==> src/rtl/uart_pkg.sv <==
// Constants and state encoding shared by the UART transmitter and receiver.
// Both sides oversample each bit 16 times and use a 5-bit tick counter.
package uart_pkg;

   localparam int TICKS_PER_BIT = 16;
   localparam int TICK_CNT_W    = 5;

   typedef enum logic [2:0] {
      ST_IDLE,
      ST_START,
      ST_DATA,
      ST_PARITY,
      ST_STOP
   } uart_state_t;

endpackage

==> src/rtl/tx_mod.sv <==
// UART transmitter: start bit, LSB-first data, optional parity, then the stop period.
// Bit timing comes from the shared 16x oversampling tick.
module tx_mod
   import uart_pkg::*;
#(
   parameter int NB_DATA    = 8,
   parameter int STOP_TICKS = 16,
   parameter int PARITY_EN  = 0,
   parameter int PARITY_ODD = 0
) (
   input  logic               i_clk,
   input  logic               i_reset,
   input  logic               i_s_tick,
   input  logic               i_tx_start,
   input  logic [NB_DATA-1:0] i_tx_data,
   output logic               o_tx,
   output logic               o_tx_busy,
   output logic               o_tx_done_tick
);

   localparam logic [TICK_CNT_W-1:0] BIT_LAST  = TICK_CNT_W'(TICKS_PER_BIT - 1);
   localparam logic [TICK_CNT_W-1:0] STOP_LAST = TICK_CNT_W'(STOP_TICKS - 1);
   localparam logic [2:0]            DATA_LAST = 3'(NB_DATA - 1);
   localparam logic                  ODD       = (PARITY_ODD != 0);

   uart_state_t             state_reg, state_next;
   logic [TICK_CNT_W-1:0]   tick_reg, tick_next;
   logic [2:0]              bit_reg, bit_next;
   logic [NB_DATA-1:0]      shift_reg, shift_next;
   logic                    parity_reg, parity_next;
   logic                    tx_reg, tx_next;
   logic                    done;

   always_ff @(posedge i_clk) begin
      if (i_reset) begin
         state_reg  <= ST_IDLE;
         tick_reg   <= '0;
         bit_reg    <= '0;
         shift_reg  <= '0;
         parity_reg <= 1'b0;
         tx_reg     <= 1'b1;
      end else begin
         state_reg  <= state_next;
         tick_reg   <= tick_next;
         bit_reg    <= bit_next;
         shift_reg  <= shift_next;
         parity_reg <= parity_next;
         tx_reg     <= tx_next;
      end
   end

   always_comb begin
      state_next  = state_reg;
      tick_next   = tick_reg;
      bit_next    = bit_reg;
      shift_next  = shift_reg;
      parity_next = parity_reg;
      done        = 1'b0;
      tx_next     = 1'b1;

      case (state_reg)
         ST_IDLE: begin
            if (i_tx_start) begin
               shift_next  = i_tx_data;
               parity_next = (^i_tx_data) ^ ODD;
               tick_next   = '0;
               bit_next    = '0;
               state_next  = ST_START;
            end
         end
         ST_START: begin
            if (i_s_tick) begin
               if (tick_reg == BIT_LAST) begin
                  tick_next  = '0;
                  bit_next   = '0;
                  state_next = ST_DATA;
               end else begin
                  tick_next = tick_reg + 1'b1;
               end
            end
         end
         ST_DATA: begin
            if (i_s_tick) begin
               if (tick_reg == BIT_LAST) begin
                  tick_next  = '0;
                  shift_next = shift_reg >> 1;
                  if (bit_reg == DATA_LAST)
                     state_next = (PARITY_EN != 0) ? ST_PARITY : ST_STOP;
                  else
                     bit_next = bit_reg + 1'b1;
               end else begin
                  tick_next = tick_reg + 1'b1;
               end
            end
         end
         ST_PARITY: begin
            if (i_s_tick) begin
               if (tick_reg == BIT_LAST) begin
                  tick_next  = '0;
                  state_next = ST_STOP;
               end else begin
                  tick_next = tick_reg + 1'b1;
               end
            end
         end
         ST_STOP: begin
            if (i_s_tick) begin
               if (tick_reg == STOP_LAST) begin
                  tick_next  = '0;
                  done       = 1'b1;
                  state_next = ST_IDLE;
               end else begin
                  tick_next = tick_reg + 1'b1;
               end
            end
         end
         default: state_next = ST_IDLE;
      endcase

      // Line level is derived from where the FSM is heading so it changes right after the deciding edge
      case (state_next)
         ST_START:  tx_next = 1'b0;
         ST_DATA:   tx_next = shift_next[0];
         ST_PARITY: tx_next = parity_next;
         default:   tx_next = 1'b1;
      endcase
   end

   assign o_tx           = tx_reg;
   assign o_tx_busy      = (state_reg != ST_IDLE);
   assign o_tx_done_tick = done & ~i_reset;

endmodule
==> config.mk <==
export PLATFORM = sky130hd
export DESIGN_NAME = tx_mod
export DESIGN_NICKNAME = d
export VERILOG_FILES = /design/src/rtl/uart_pkg.sv /design/src/rtl/tx_mod.sv
export SDC_FILE = /design/constraint.sdc
export NUM_CORES = 1
export LEC_CHECK = 0
export ABC_AREA = 1
export CORE_MARGIN = 2
export CORE_UTILIZATION = 45
export DETAILED_ROUTE_END_ITERATION = 16
export PLACE_DENSITY = 0.66
export SYNTH_ARGS = -nofsm -noshare
export SYNTH_HDL_FRONTEND = slang
export SYNTH_SLANG_ARGS = --single-unit
==> constraint.sdc <==
create_clock -name i_clk -period 3.5 [get_ports i_clk]
set_clock_uncertainty 0.05 [all_clocks]
set_input_delay 0.35 -clock i_clk [delete_from_list [all_inputs] [get_ports i_clk]]
set_output_delay 0.35 -clock i_clk [all_outputs]
set_load 0.03 [all_outputs]
* After elaboration in Yosys (flattened, before gate mapping)
Index checks and enable logic that the tools add are counted.
** Storage, ports and cells
- Bits in registers :: 21
- Input port bits :: 12
- Output and inout bits :: 3
- Logic and storage cells :: 69
** Operators by class
- Add/subtract/negate cells :: 2
- Eq/ne operators :: 16
- Multiplexer cells :: 32
- Bitwise gates (word level) :: 2
- Reductions and logical operators :: 10
** Operators by type and width (number)
- $mux W3 :: 16
- $mux W8 :: 3
- $pmux W8 S2 :: 1
- $mux W5 :: 3
- $pmux W3 S5 :: 1
- $eq A3 B2 Y1 const B :: 4
- $ne A2 B2 Y1 const B :: 6
- $pmux W5 S2 :: 1
- $pmux W3 S3 :: 1
- $reduce_xor A8 Y1 :: 1
- $reduce_and A7 Y1 :: 1
- $eq A3 B1 Y1 const B :: 2
- $eq A3 B3 Y1 const B :: 2
- $reduce_bool A3 Y1 :: 2
- $add A5 B1 Y5 const B :: 1
- $eq A5 B4 Y1 const B :: 1
- $mux W1 :: 5
- $reduce_and A4 Y1 :: 1
- $reduce_bool A2 Y1 :: 2
- $reduce_or A4 Y1 :: 1
- $add A3 B1 Y3 const B :: 1
- $logic_not A3 Y1 :: 1
- $pmux W1 S3 :: 1
- $reduce_and A3 Y1 :: 1
- 3 further kinds :: 3

* Depth between registers and ports, before layout
Gate-level depths: netlist (run 1).
- Word-level depth :: 7
- Depth in mapped cells :: 10

* Least setup slack after synthesis (run 1)
No wires, ideal clock.
- Path type :: register to output
- Start :: register tick_reg[0]
- End :: output o_tx_done_tick
- Arrival :: 1.541 ns
- Path slack :: 1.559 ns
- Cell stages (with the launch flop) :: 6
- Cells stage by stage :: dfxtp_1 ha_1 nand3_1 nor2_1 nand2_1 nor3_1
** On the way
- Word-level cells in the longest chain between the ends :: 5
** RTL lines
- start: declaration :: line tx_mod.sv:27 : logic [TICK_CNT_W-1:0] tick_reg, tick_next;
- start signal: assignment :: line tx_mod.sv:44 : tick_reg <= tick_next;
- $eq A5 B4 Y1 :: line tx_mod.sv:108 : if (tick_reg == STOP_LAST) begin
- $mux W1 :: line tx_mod.sv:108
- $mux W1 :: line tx_mod.sv:107 : if (i_s_tick) begin
- $mux W1 :: line tx_mod.sv:61 : case (state_reg)
- $and A1 B1 Y1 :: line tx_mod.sv:131 : assign o_tx_done_tick = done & ~i_reset;
- end: declaration :: line tx_mod.sv:18 : output logic o_tx_done_tick
Every way passes these cells.

* Worst setup path in the final report (run 1)
- Start :: register tick_reg[1]
- End :: output o_tx_done_tick
The elaborated chain is that of the path after synthesis.

==> results of run 1 <==
-- cells in the mapped netlist --
| cell type | number |
|---|---|
| nand2_1 | 80 |
| inv_1 | 23 |
| dfxtp_1 | 21 |
| nor2_1 | 18 |
| a21oi_1 | 16 |
| nand3_1 | 11 |
| a22oi_1 | 6 |
| o21ai_0 | 5 |
| inv_2 | 4 |
| ha_1 | 3 |
| nand4_2 | 2 |
| nor2b_1 | 2 |
| a21oi_4 | 1 |
| and3_1 | 1 |
| buf_1 | 1 |
| buf_4 | 1 |
| clkbuf_1 | 1 |
| nand2_2 | 1 |
| nand3_2 | 1 |
| nand3_4 | 1 |
| nand4_1 | 1 |
| nor2_2 | 1 |
| nor2_4 | 1 |
| nor3_1 | 1 |
| o21ai_1 | 1 |
| or2_1 | 1 |
| xnor2_1 | 1 |
-- cell families after synthesis --
group | share of synthesized area (%)
flip-flops | 32.6
AND/OR/NAND/NOR | 41.5
adder cells (fa/ha/maj) | 2.91
XOR/XNOR | 0.679
buffers and inverters | 9.02
AO/OA/AOI/OAI | 13.3
-- per-layer routing --
metal  part of all wire [%]  vias to the layer above  global-route usage, %
met2                     50                       18                   34.7
met5                      0                        -                      0
met3                    2.9                        4                   2.04
met4                    1.1                        0                   4.98
met1                     46                      570                   23.4
li1                       -                      687                      -
-- path summary, 6_finish.rpt --
kind                startpoint              to  depth (start not counted)
setup / recovery   tick_reg[1]  o_tx_done_tick                          6
setup reg to reg   tick_reg[1]      bit_reg[2]                          8
hold / removal    shift_reg[7]    shift_reg[7]                          2
hold reg to reg   shift_reg[7]    shift_reg[7]                          2
-- worst max-delay path, cell delays in order, from the launching register on --
cell	delay [ns]
dfxtp_1	0.38
ha_1	0.23
nand3_1	0.14
nor2_1	0.15
nand2_1	0.13
nor3_1	0.16
clkdlybuf4s50_1	0.71
-- final cells by class --
| class | instances | area (µm²) |
|---|---|---|
| Timing Repair Buffer | 15 | 148 |
| Sequential cell | 21 | 420 |
| Inverter | 27 | 101 |
| Fill cell | 270 | 1250 |
| Tap cell | 31 | 38.8 |
| Clock buffer | 4 | 26.3 |
| Multi-Input combinational cell | 155 | 753 |
-- power groups by stage --
| stage | Clock (µW) | Sequential [µW] | Combinational, µW |
|---|---|---|---|
| 2_1_floorplan | 0 | 266 | 74.0 |
| 3_3_place_gp | 0 | 265 | 109 |
| 3_5_place_dp | 0 | 266 | 113 |
| 4_1_cts | 120 | 260 | 113 |
| 5_1_grt | 130 | 262 | 130 |
| 6_report | 116 | 260 | 112 |
-- per-stage QoR --
| stage | worst slack (ns) | cell area, µm² | total power, µW |
|---|---|---|---|
| final | 0.892 | 1490 | 488 |
| after CTS | 0.887 | 1490 | 494 |
| after floorplan | 1.56 | 1290 | 340 |
| after global routing | 0.694 | 1490 | 522 |
| after global placement | 1.17 | 1460 | 374 |
| after detailed placement | 1.20 | 1460 | 379 |
==> metrics.txt, run 1 <==
outcome=finished, final reports clean; Reg2Reg Setup Slack=between 1.5 and 2 ns; Core Region=2730 µm²; fmax=0.383 GHz; initial DRC count=57; commonest non-fill, non-tap cells in the layout=nand2_1, inv_1, dfxtp_1, nor2_1, a21oi_1; DR DRC count=0; worst hold slack=0.415 ns; Leakage=0.000735 µW; Initial Utilization=47.2%; Routed Antenna Nets=0; synthesized cell area=roughly 1300 µm²; GRT Util Overall=19.0%; largest net degree at the start of global routing=18; sequential share of power=53.3%; Synth Net Count=221; Clk pwr share=23.7%; # Max-Cap Violations=0; Post-CTS Setup Inserts=0; routed vias/inst=5.06; register area share after synthesis=32.6%; first-pass GRT wire length=4960 µm; layout cell share with drive strength beyond 1=7.21%; cts repair resizes=0; number of flip-flops in the largest register=8; TNS Setup=0 ns; sw power=145 µW; RSZ-0062 raised after global routing=false; worst path required time=3.10 ns; post-detail-place hpwl=2200 µm; Syn-to-layout area delta=15.3%; Yosys cell types=27; Post-Synthesis Cells=206; Final Slew Violations=0; critical path type=register to output pin; via count=around 1300; Finished Layout Cells=253; Die Y=57.5 µm; Setup crit start kind=register; Worst-path clk slew=approximately 0.12 ns; Cells after DPL=249; CTS tree=yes; Synth Register Bits=21; Slew HR=slightly below 70%; vias in the first global route=1182; row count=19; synth top area cells=dfxtp_1, nand2_1, inv_1; worst vdd ir=0.205 mV; period utilization=74.5%; commonest non-fill, non-tap cell in the layout=nand2_1; total gr overflow=0; CTS Buffer Depth=2; Ant. Diodes=0; area fraction of the dominant cell type after synthesis=32.6%; Sw Ratio=29.8%; Worst Hold Class=register to register; PD cells=328 nW/µm²; initial antenna violation count=0; PortBufs=14; clk sink count=21; gpl congestion=0.919; WL per Instance=10.9 µm; crit path max fanout=5; Die X-Extent=57.5 µm; clk_lat worst skew=roughly 0.30 ns; Avg Inst Size Synth=6.26 µm²; Detailed Routing Iterations Pass 1=4; data arrival time of the critical path=2.21 ns; Hold-fix buffers, CTS=0; final wirelength=approximately 2800 µm; total CTS buffers=3; largest area contributor in the netlist=dfxtp_1; number of setup violations in the final report=0; Final Util=54.4%; Ports=15; Hold Violations, Final=0; minimum clock period=2.61 ns; combinational power share=23.0%; CP endpoint kind=output pin; CTS Root Cell=clkbuf_4; H-tree depth=1; Synth warnings=0; internal power=343 µW; Die ar.=between 3000 and 4000 µm²; Least-Margin Pin Slew=0.484 ns; fin nets=238
No activity file was read; power rests on OpenSTA's default activity.
==> run 2, diff against run 1 <==
- PLACE_DENSITY: 0.66 -> 0.69
- clock period: 3.5 -> 2.2 ns (I/O delays scaled with it)
==> run 2 against run 1 <==
Against the previous run:
- non-clock buffer count did not move
- register-to-register slack lost 1.3 ns
- sequential power is 59% higher
==> metrics.txt, run 2 (synthesis results as in run 1) <==
CTS Buffer Depth=2 (unchanged); minimum clock period=2.00 ns; H-tree depth=1 (unchanged); Slew HR=67.6% (+0.073 points); sequential share of power=52.9% (-0.4 points); CTS tree=yes; Critical R2R Launch=tick_reg[0]; Ports=15 (unchanged); outcome=finished, final reports clean; post-detail-place hpwl=2360 µm (+7.3%); Reg2Reg Depth=8 (unchanged); fmax=0.501 GHz; routed vias/inst=5.18 (+2.5%); Initial Utilization=47.2% (unchanged); Placed Area=1460 µm² (-0.17%); worst path required time=1.93 ns (-1.17 ns); initial DRC count=76 (+33%); crit path max fanout=8 (+3); clk_lat worst skew=0.30 ns (about the same); sw power=241 µW (+66%); Core Region=2730 µm² (unchanged); worst setup path startpoint=state_reg[1]; Finished Layout Cells=253 (unchanged); data arrival time of the critical path=1.73 ns (-0.48 ns); combinational power share=23.0% (about the same); # Max-Cap Violations=0 (unchanged); Final Slew Violations=0 (unchanged); final setup margin=0.202 ns (-0.689 ns); commonest non-fill, non-tap cell in the layout=nand2_1; total CTS buffers=3 (unchanged); gpl congestion=0.866 (-5.7%); Ant. Diodes=0 (unchanged); Setup crit start kind=register; Die X-Extent=57.5 µm (unchanged); fin nets=238 (unchanged); WL per Instance=11.4 µm (+5.2%); number of setup violations in the final report=0 (unchanged); Detailed Routing Iterations Pass 1=7 (+3); vias in the first global route=1255 (+6.2%); Reg2Reg Setup Slack=0.51 ns (-1.29 ns); Clk pwr share=24.1% (+0.4 points); Syn-to-layout area delta=15.2% (about the same); Post-CTS Setup Inserts=0 (unchanged); Die ar.=3310 µm² (unchanged); first-pass GRT wire length=5110 µm (+3.0%); post-route cell area=1490 µm² (about the same); cts repair resizes=0 (unchanged); CTS Root Cell=clkbuf_4; PortBufs=14 (unchanged); Worst Hold Class=register to register; TNS Setup=0 ns (unchanged); largest net degree at the start of global routing=14 (-4); CP endpoint kind=output pin; period utilization=90.8%; clk sink count=21 (unchanged); total gr overflow=0 (unchanged); commonest non-fill, non-tap cells in the layout=nand2_1, inv_1, dfxtp_1, nor2_1, a21oi_1; row count=19 (unchanged); Worst Hold Launch=shift_reg[7]; Hold Violations, Final=0 (unchanged); number of flip-flops in the largest register=8 (unchanged); Die Y=57.5 µm (unchanged); layout cell share with drive strength beyond 1=8.11% (+0.90 points); RSZ-0062 raised after global routing=false; final wirelength=2900 µm (+5.2%); PD cells=527 nW/µm² (+61%); initial antenna violation count=0 (unchanged); worst vdd ir=0.414 mV (+100%); Routed Antenna Nets=0 (unchanged); worst slack, placed=0.516 ns (-0.686 ns); via count=1311 (+2.5%); Crit Reg-Reg Endpoint=bit_reg[2]; Cells after DPL=249 (unchanged); Worst Setup EP=o_tx_busy; DR DRC count=0 (unchanged); Hold-fix buffers, CTS=0 (unchanged); filler cell count=284 (+5.2%); Sw Ratio=30.8% (+1.0 points); internal power=542 µW (+58%); Least-Margin Pin Slew=0.483 ns (-0.00109 ns); GRT Util Overall=19.3% (+0.35 points); critical path type=register to output pin; Leakage=0.000740 µW (+0.65%); Worst-path clk slew=0.13 ns (about the same)
[run 2: changes by cell type in the layout (fill, tap and decap cells not counted), sizes merged]
cell / before / now
clkdlybuf4s50: 14 / 13
buf: 1 / 2
clkinv: 0 / 1
clkbuf: 4 / 3
[run 2: worst min path at each step]
stage | cells past startpoint | slack [ns] | end
6_report | 2 | 0.42 | shift_reg[7]
3_5_place_dp | 2 | 0.41 | shift_reg[5]
3_3_place_gp | 2 | 0.40 | shift_reg[3]
5_1_grt | 2 | 0.44 | shift_reg[6]
4_1_cts | 2 | 0.43 | shift_reg[5]
2_1_floorplan | 2 | 0.32 | shift_reg[7]
[run 2: cell type report]
type                    instances  area, µm²  area share (%)
clock inverters                 1       5.00           0.337
inverters                      27        101            6.82
well taps                      31       38.8            2.61
clock buffers                   3       22.5            1.52
flip-flops and latches         21        420            28.3
repair buffers                 15        145            9.76
multi-input cells             155        753            50.7
[run 2: per-stage QoR]
stage / hold WS, ns / total power [µW] / utilization (%)
after floorplan: 0.318 / 541 / -
after global placement: 0.404 / 594 / 53.4
after detailed placement: 0.407 / 604 / 53.4
after CTS: 0.425 / 790 / 54.4
after global routing: 0.444 / 835 / 54.4
final: 0.423 / 784 / 54.4
[run 2: critical path, stage by stage (launching register included)]
cell and delay, ns:
dfxtp_1 0.53, nor2_1 0.16, inv_1 0.08, clkdlybuf4s50_1 0.66
[run 2: power by group through the flow]
| stage | registers, µW | clock network, µW | logic, µW |
|---|---|---|---|
| 2_1_floorplan | 423 | 0 | 118 |
| 3_3_place_gp | 422 | 0 | 172 |
| 3_5_place_dp | 423 | 0 | 181 |
| 4_1_cts | 414 | 194 | 182 |
| 5_1_grt | 417 | 212 | 206 |
| 6_report | 414 | 189 | 181 |
[run 2: per-layer routing]
layer  part of all wire [%]  track usage (%)  up-vias
li1                       -                -      687
met1                     44             23.8      584
met2                     50             34.3       31
met3                    3.9             2.72        9
met4                    2.1             6.64        0
met5                      0                0        -
==> run 3, diff against run 2 <==
- CTS_CLUSTER_DIAMETER: default -> 40
==> results of run 3 <==
The final DEF is identical to that of run 2; final timing and power are the same.
